[src/rtl/tx_pkg.sv]
// rtl/tx_pkg.sv - shared framing constants, state encoding and byte helpers for the tx/rx link
package tx_pkg;

    localparam logic [31:0] C_SFD         = 32'h5544557F;
    localparam logic [15:0] C_PACKET_TYPE = 16'h1234;
    localparam logic [7:0]  C_SIZE_MIN    = 8'h08;

    typedef enum logic [2:0] {
        COLLECT,
        SFD,
        TYPE,
        SIZE,
        PAYLOAD,
        FCS,
        GAP
    } state_t;

    // SFD byte i, most significant byte first
    function automatic logic [7:0] sfd_byte(input logic [1:0] i);
        logic [31:0] w;
        w = C_SFD << (8 * i);
        return w[31:24];
    endfunction

    // Running frame checksum: plain byte sum modulo 256
    function automatic logic [7:0] fcs_add(input logic [7:0] sum, input logic [7:0] b);
        return sum + b;
    endfunction

endpackage

[src/rtl/tx_buffer.sv]
// rtl/tx_buffer.sv - store-and-forward payload RAM, one write port and one registered read port
module tx_buffer #(
    parameter int DEPTH = 255,
    parameter int AW    = $clog2(DEPTH)
) (
    input  logic          clk_in,
    input  logic          wr_en,
    input  logic [AW-1:0] wr_addr,
    input  logic [7:0]    wr_data,
    input  logic [AW-1:0] rd_addr,
    output logic [7:0]    rd_data
);

    logic [7:0] mem [DEPTH];

    // Write when enabled; read data appears one clock after the address
    always_ff @(posedge clk_in) begin
        if (wr_en) begin
            mem[wr_addr] <= wr_data;
        end
        rd_data <= mem[rd_addr];
    end

endmodule

[src/rtl/simple_tx.sv]
// rtl/simple_tx.sv - collects one AXI-S packet and frames it onto the txd/txen/txer byte link
module simple_tx
    import tx_pkg::*;
#(
    parameter int G_MAX_PAYLOAD = 255,
    parameter int G_IFG         = 12
) (
    input  logic        clk_in,
    input  logic        rst_n_in,
    input  logic [7:0]  tdata_in,
    input  logic        tvalid_in,
    input  logic        tlast_in,
    output logic        tready_out,
    input  logic        err_inject_in,
    output logic [7:0]  txd_out,
    output logic        txen_out,
    output logic        txer_out,
    output logic [15:0] stat_packet_sent_cnt,
    output logic [15:0] stat_packet_drop_cnt
);

    localparam int         AW        = $clog2(G_MAX_PAYLOAD);
    localparam logic [8:0] C_CNT_MAX = 9'(G_MAX_PAYLOAD);
    localparam logic [7:0] C_IFG_END = 8'(G_IFG);

    // The FSM runs one step ahead of the line: each step computes the byte that
    // the output registers present during the following cycle.
    state_t      state, state_nxt;
    logic [7:0]  idx, idx_nxt;
    logic [8:0]  cnt, cnt_nxt;
    logic [7:0]  sum, sum_nxt;
    logic        ovf, ovf_nxt;
    logic [7:0]  len, len_nxt;
    logic [7:0]  fcs, fcs_nxt;
    logic        err, err_nxt;
    logic [15:0] sent, sent_nxt;
    logic [15:0] drop, drop_nxt;
    logic [7:0]  txd_r, txd_nxt;
    logic        txen_r, txen_nxt;
    logic        txer_r, txer_nxt;
    logic        tready_r;
    logic        hs;

    logic          wr_en;
    logic [AW-1:0] wr_addr;
    logic [AW-1:0] rd_addr;
    logic [7:0]    rd_data;

    assign hs = tvalid_in & tready_r;

    tx_buffer #(
        .DEPTH (G_MAX_PAYLOAD),
        .AW    (AW)
    ) u_buffer (
        .clk_in  (clk_in),
        .wr_en   (wr_en),
        .wr_addr (wr_addr),
        .wr_data (tdata_in),
        .rd_addr (rd_addr),
        .rd_data (rd_data)
    );

    // State, counters and registered line outputs
    always_ff @(posedge clk_in or negedge rst_n_in) begin
        if (!rst_n_in) begin
            state    <= COLLECT;
            idx      <= '0;
            cnt      <= '0;
            sum      <= '0;
            ovf      <= 1'b0;
            len      <= '0;
            fcs      <= '0;
            err      <= 1'b0;
            sent     <= '0;
            drop     <= '0;
            txd_r    <= '0;
            txen_r   <= 1'b0;
            txer_r   <= 1'b0;
            tready_r <= 1'b0;
        end else begin
            state    <= state_nxt;
            idx      <= idx_nxt;
            cnt      <= cnt_nxt;
            sum      <= sum_nxt;
            ovf      <= ovf_nxt;
            len      <= len_nxt;
            fcs      <= fcs_nxt;
            err      <= err_nxt;
            sent     <= sent_nxt;
            drop     <= drop_nxt;
            txd_r    <= txd_nxt;
            txen_r   <= txen_nxt;
            txer_r   <= txer_nxt;
            tready_r <= (state_nxt == COLLECT);
        end
    end

    // Next-state, buffer access and next line byte
    always_comb begin
        state_nxt = state;
        idx_nxt   = idx;
        cnt_nxt   = cnt;
        sum_nxt   = sum;
        ovf_nxt   = ovf;
        len_nxt   = len;
        fcs_nxt   = fcs;
        err_nxt   = err;
        sent_nxt  = sent;
        drop_nxt  = drop;
        txd_nxt   = 8'h00;
        txen_nxt  = 1'b0;
        txer_nxt  = 1'b0;
        wr_en     = 1'b0;
        wr_addr   = cnt[AW-1:0];
        rd_addr   = '0;

        case (state)
            COLLECT: begin
                if (hs) begin
                    if (cnt < C_CNT_MAX) begin
                        wr_en   = 1'b1;
                        cnt_nxt = cnt + 9'd1;
                    end else begin
                        ovf_nxt = 1'b1;
                    end
                    sum_nxt = fcs_add(sum, tdata_in);
                    if (tlast_in) begin
                        if (!ovf_nxt && cnt_nxt >= {1'b0, C_SIZE_MIN}) begin
                            len_nxt   = cnt_nxt[7:0];
                            fcs_nxt   = sum_nxt;
                            err_nxt   = err_inject_in;
                            state_nxt = SFD;
                            idx_nxt   = 8'd1;
                            txen_nxt  = 1'b1;
                            txd_nxt   = sfd_byte(2'd0);
                        end else begin
                            drop_nxt = drop + 16'd1;
                        end
                        cnt_nxt = '0;
                        sum_nxt = '0;
                        ovf_nxt = 1'b0;
                    end
                end
            end
            SFD: begin
                txen_nxt = 1'b1;
                txd_nxt  = sfd_byte(idx[1:0]);
                idx_nxt  = idx + 8'd1;
                if (idx == 8'd3) begin
                    state_nxt = TYPE;
                    idx_nxt   = '0;
                end
            end
            TYPE: begin
                txen_nxt = 1'b1;
                txd_nxt  = idx[0] ? C_PACKET_TYPE[7:0] : C_PACKET_TYPE[15:8];
                idx_nxt  = idx + 8'd1;
                if (idx[0]) begin
                    state_nxt = SIZE;
                    idx_nxt   = '0;
                end
            end
            SIZE: begin
                // buffer[0] is fetched here so PAYLOAD starts without a bubble
                txen_nxt  = 1'b1;
                txd_nxt   = len;
                rd_addr   = '0;
                state_nxt = PAYLOAD;
                idx_nxt   = '0;
            end
            PAYLOAD: begin
                txen_nxt = 1'b1;
                txd_nxt  = rd_data;
                if (idx == len - 8'd1) begin
                    state_nxt = FCS;
                    idx_nxt   = '0;
                end else begin
                    rd_addr = AW'(idx + 8'd1);
                    idx_nxt = idx + 8'd1;
                end
            end
            FCS: begin
                txen_nxt  = 1'b1;
                txd_nxt   = fcs;
                txer_nxt  = err;
                sent_nxt  = sent + 16'd1;
                state_nxt = GAP;
                idx_nxt   = '0;
            end
            GAP: begin
                // First GAP step is the FCS line cycle, then G_IFG idle line cycles
                idx_nxt = idx + 8'd1;
                if (idx == C_IFG_END) begin
                    state_nxt = COLLECT;
                    idx_nxt   = '0;
                end
            end
            default: begin
                state_nxt = COLLECT;
                idx_nxt   = '0;
            end
        endcase
    end

    assign tready_out           = tready_r;
    assign txd_out              = txd_r;
    assign txen_out             = txen_r;
    assign txer_out             = txer_r;
    assign stat_packet_sent_cnt = sent;
    assign stat_packet_drop_cnt = drop;

endmodule

[config.mk]
export PLATFORM = sky130hd
export DESIGN_NAME = simple_tx
export DESIGN_NICKNAME = d
export VERILOG_FILES = /design/src/rtl/tx_pkg.sv /design/src/rtl/tx_buffer.sv /design/src/rtl/simple_tx.sv
export SDC_FILE = /design/constraint.sdc
export NUM_CORES = 2
export LEC_CHECK = 0
export ABC_AREA = 1
export BUFFER_PORTS_ARGS = -buffer_cell sky130_fd_sc_hd__clkbuf_2
export CORE_MARGIN = 10
export CORE_UTILIZATION = 45
export DETAILED_ROUTE_END_ITERATION = 16
export SYNTH_ARGS = -nofsm -noshare
export SYNTH_HDL_FRONTEND = slang
export SYNTH_HIERARCHICAL = 1
export SYNTH_SLANG_ARGS = --single-unit
[constraint.sdc]
create_clock -name clk_in -period 3.4 [get_ports clk_in]
set_input_delay 0.51 -clock clk_in [delete_from_list [all_inputs] [get_ports clk_in]]
set_output_delay 0.51 -clock clk_in [all_outputs]
set_load 0.03 [all_outputs]
==> metrics.md <==
| Metric | Value |
|---|---|
| # IOs | `56` |
| Slew Limit Fails | `0` |
| Gpl congestion | `0.918` |
| Largest net degree at the start of global routing | `between 150 and 200` |
| TritonCTS clock tree | `yes` |
| Worst vdd ir | `0.538 mV` |
| Hold Crit Class | `input port to flip-flop` |
| MaxCap Viol Count | `0` |
| Design Area, Final | `105000 um2` |
| Worst setup SP type | `flip-flop` |
| DRC | `0` |
| Cells after synthesis | `around 7600` |
| Final antenna-violating net count | `0` |
| Final core utilization | `between 50% and 60%` |
| Status | `finished, violations left` |
| Period minus WS final | `about 3.5 ns` |
| Die height | `463 um` |
| Clk buf depth | `3` |
| Clock Tree Root | `clkbuf_16` |
| WS Path Type | `flip-flop to flip-flop` |
| Clock-pin transition on the worst setup and hold timing paths | `0.06 ns` |
| Final Power | `52.0 mW` |
| Antenna violations before repair | `10` |
| Initial Util | `between 40% and 50%` |
| Area delta synth->final | `18.5%` |
| Syn Std Cell Area | `88400 um2` |
| Max Fclk | `between 200 and 300 MHz` |
| Static leakage | `38.4 nW` |
| Clock tree sinks | `2137` |
| Slowest stage delay, CP | `0.34 ns` |
| DR vias | `around 62000` |
| Cell Pwr Density | `497 nW/um2` |
| Failing checks | `setup timing` |
| Final worst slack | `-0.0734 ns` |
| Syn_nets | `7662` |
| Later-pin clock latency in the skew report | `between 0.8 and 0.9 ns` |
| DP Area | `96500 um2` |
| Layout cells sized above 1 | `15.2%` |
| DR WL/cell | `23.8 um` |
| Synth async-reset ratio | `under 10%` |
| Total congestion overflow | `0` |
| Seq/Total Area, Yosys | `72.0%` |
| Vias in the first global route | `a little under 60000` |
| RSZ-0062 raised after global routing | `yes` |
| Slowest CP cell | `dfrtp_1` |
| Via density | `around 5.6` |
| Synth Area per Inst | `approximately 12 um2` |
| PortBufs | `between 50 and 60` |
| Rows | `162` |
| Slew margin rel. | `38.3%` |
| Htree depth | `4` |
| YS warnings | `6` |
| Gr usage total | `23.6%` |
| Fin nets | `8197` |
| WL final | `261000 um` |
| TNS Setup | `-0.405 ns` |
| Final hold viol count | `0` |
| CP Max Fanout | `18` |
| First-pass GRT wire length | `388000 um` |
| Final period util | `102%` |
| Crit path capture type | `flip-flop` |
| Detail Placement HPWL | `158000 um` |
| Hold WS | `0.0945 ns` |
| CP required | `4.15 ns` |
| Critical path arrival | `4.22 ns` |
| Number of synthesized flops with an enable pin | `2040` |
| Layout Skew | `between 0.03 and 0.04 ns` |
| Most used DFF post-synth | `edfxtp_1` |
| Post-synthesis cell type count | `42` |
| Die area | `215000 um2` |
| First-pass detailed-route iteration total | `6` |
| CTS Buf Count | `213` |
| Die W | `463 um` |
| Worst-path cell chain | `inv_1 > ha_1 > or2_2 > nand2_1 > nand2_1 > nand2_2 > nor3_4 > nand2_2 > nand3_4 > buf_12 > inv_8 > inv_8 > buf_16 > nand2_1 > nand3_1 > nand3_1 > nand3_1 > nand3_1 > nand3_2 > nand3_1 > nand2_1 > nand2_2 > nand2_1` |
| DRT iter0 DRCs | `8500` |
| Final Setup Violations | `8` |
| Seq cells post-synth | `approximately 2100` |
| Core footprint | `195000 um2` |
| Worst slew pin tran | `0.926 ns` |
registers in the layout, indices dropped and copies added (netlist names):
register	count
cnt	9
err	1
fcs	8
idx	8
len	8
ovf	1
stat_packet_drop_cnt	16
stat_packet_sent_cnt	16
state	3
sum	8
tready_out	1
txd_out	8
txen_out	1
txer_out	1
u_buffer/mem	2040
u_buffer/rd_data	8
routing by layer:
layer,track usage [%],part of all wire (%)
met5,0,0.0050
met4,8.21,3.4
met3,4.78,9.8
met2,36.6,46
met1,33.1,41
synth_stat cells (8+ instances only):
cell type | count | share of area (%)
a21oi_1 | 16 | 0.091
dfrtp_1 | 89 | 2.5
nand2_2 | 8 | 0.057
xor2_1 | 36 | 0.36
nor3_1 | 12 | 0.068
edfxtp_1 | 2040 | 69
o21ai_2 | 21 | 0.21
nand3_1 | 2070 | 12
buf_6 | 21 | 0.27
dfxtp_1 | 8 | 0.18
buf_1 | 43 | 0.18
buf_4 | 25 | 0.21
buf_2 | 296 | 1.7
nand2_1 | 2259 | 9.6
xnor2_1 | 16 | 0.16
o21ai_0 | 13 | 0.074
clkbuf_1 | 111 | 0.47
ha_1 | 15 | 0.21
nand4_1 | 9 | 0.064
nor2_1 | 340 | 1.4
inv_1 | 122 | 0.52
cell families (layout without fill, tap and decap cells):
logic type	after synthesis	after routing	share of synthesized area [%]
buffers and inverters	626	1336	3.37
AOI/OAI and AO/OA	75	75	0.568
DFF	2137	2137	72.0
and+or+nand+nor	4727	4727	23.3
adders and majority gates	16	16	0.235
xor gates and xnor gates	52	52	0.515
other	0	5	0
worst max-delay path, delay by kind of cell (launching register included):
kind / cells / cell delay (ns)
flops: 1 / 0.34
fa+ha+maj: 1 / 0.21
buf+inv: 5 / 0.64
simple gates: 17 / 2.14
placed cells by master, fill, tap and decap left out, drive strengths merged, types with 36 or more instances in the layout:
cell type  count
clkbuf       320
o21ai         40
buf          746
clkinv        95
nor2         351
nand3       2076
xor2          36
edfxtp      2040
dfrtp         89
inv          139
nand2       2272
final timing paths:
| check | start | endpoint | slack, ns | cells past startpoint |
|---|---|---|---|---|
| max in group asynchronous | rst_n_in | stat_packet_drop_cnt[11] | 2.34 | 3 |
| worst max register to register | len[0] | u_buffer/rd_data[7] | -0.07 | 23 |
| worst min register to register | stat_packet_sent_cnt[15] | stat_packet_sent_cnt[15] | 0.47 | 1 |
| worst min-delay path | tdata_in[6] | u_buffer/mem[246][6] | 0.09 | 1 |
| worst max-delay path | len[0] | u_buffer/rd_data[7] | -0.07 | 23 |
| min in group asynchronous | rst_n_in | stat_packet_drop_cnt[2] | 0.34 | 2 |
power breakdown:
part | internal, mW | switching, mW
clock network | 12.6 | 9.99
logic | 0.0636 | 0.544
registers | 28.8 | 0
timing repair:
| action | CTS | global route |
|---|---|---|
| setup endpoints to repair | 8 | 8 |
| hold endpoints to repair | 96 | 0 |
| hold buffers | 8 | 0 |
| pin swaps | 6 | 4 |
| cloned | 15 | 4 |
| gates resized for setup | 126 | 35 |
| setup buffers | 9 | 4 |
area by class of cell:
cell class	instances	area, um2
multi-input combinational	4870	22300
clock inverter	120	1000
fill	16400	90500
sequential	2137	63600
timing repair buffer	813	8240
antenna	5	12.5
tap	2624	3280
clock buffer	270	5670
inverter	130	563
timing repair inverter	3	38.8
per-stage QoR:
stage	setup WS, ns	std cells
5_1_grt	-0.244	11000
6_report	-0.0734	11000
4_1_cts	-0.0154	11000
2_1_floorplan	0.509	7633
3_5_place_dp	-0.566	10500
3_3_place_gp	-0.511	10500
Note: power is estimated with default switching activity, not from simulation.
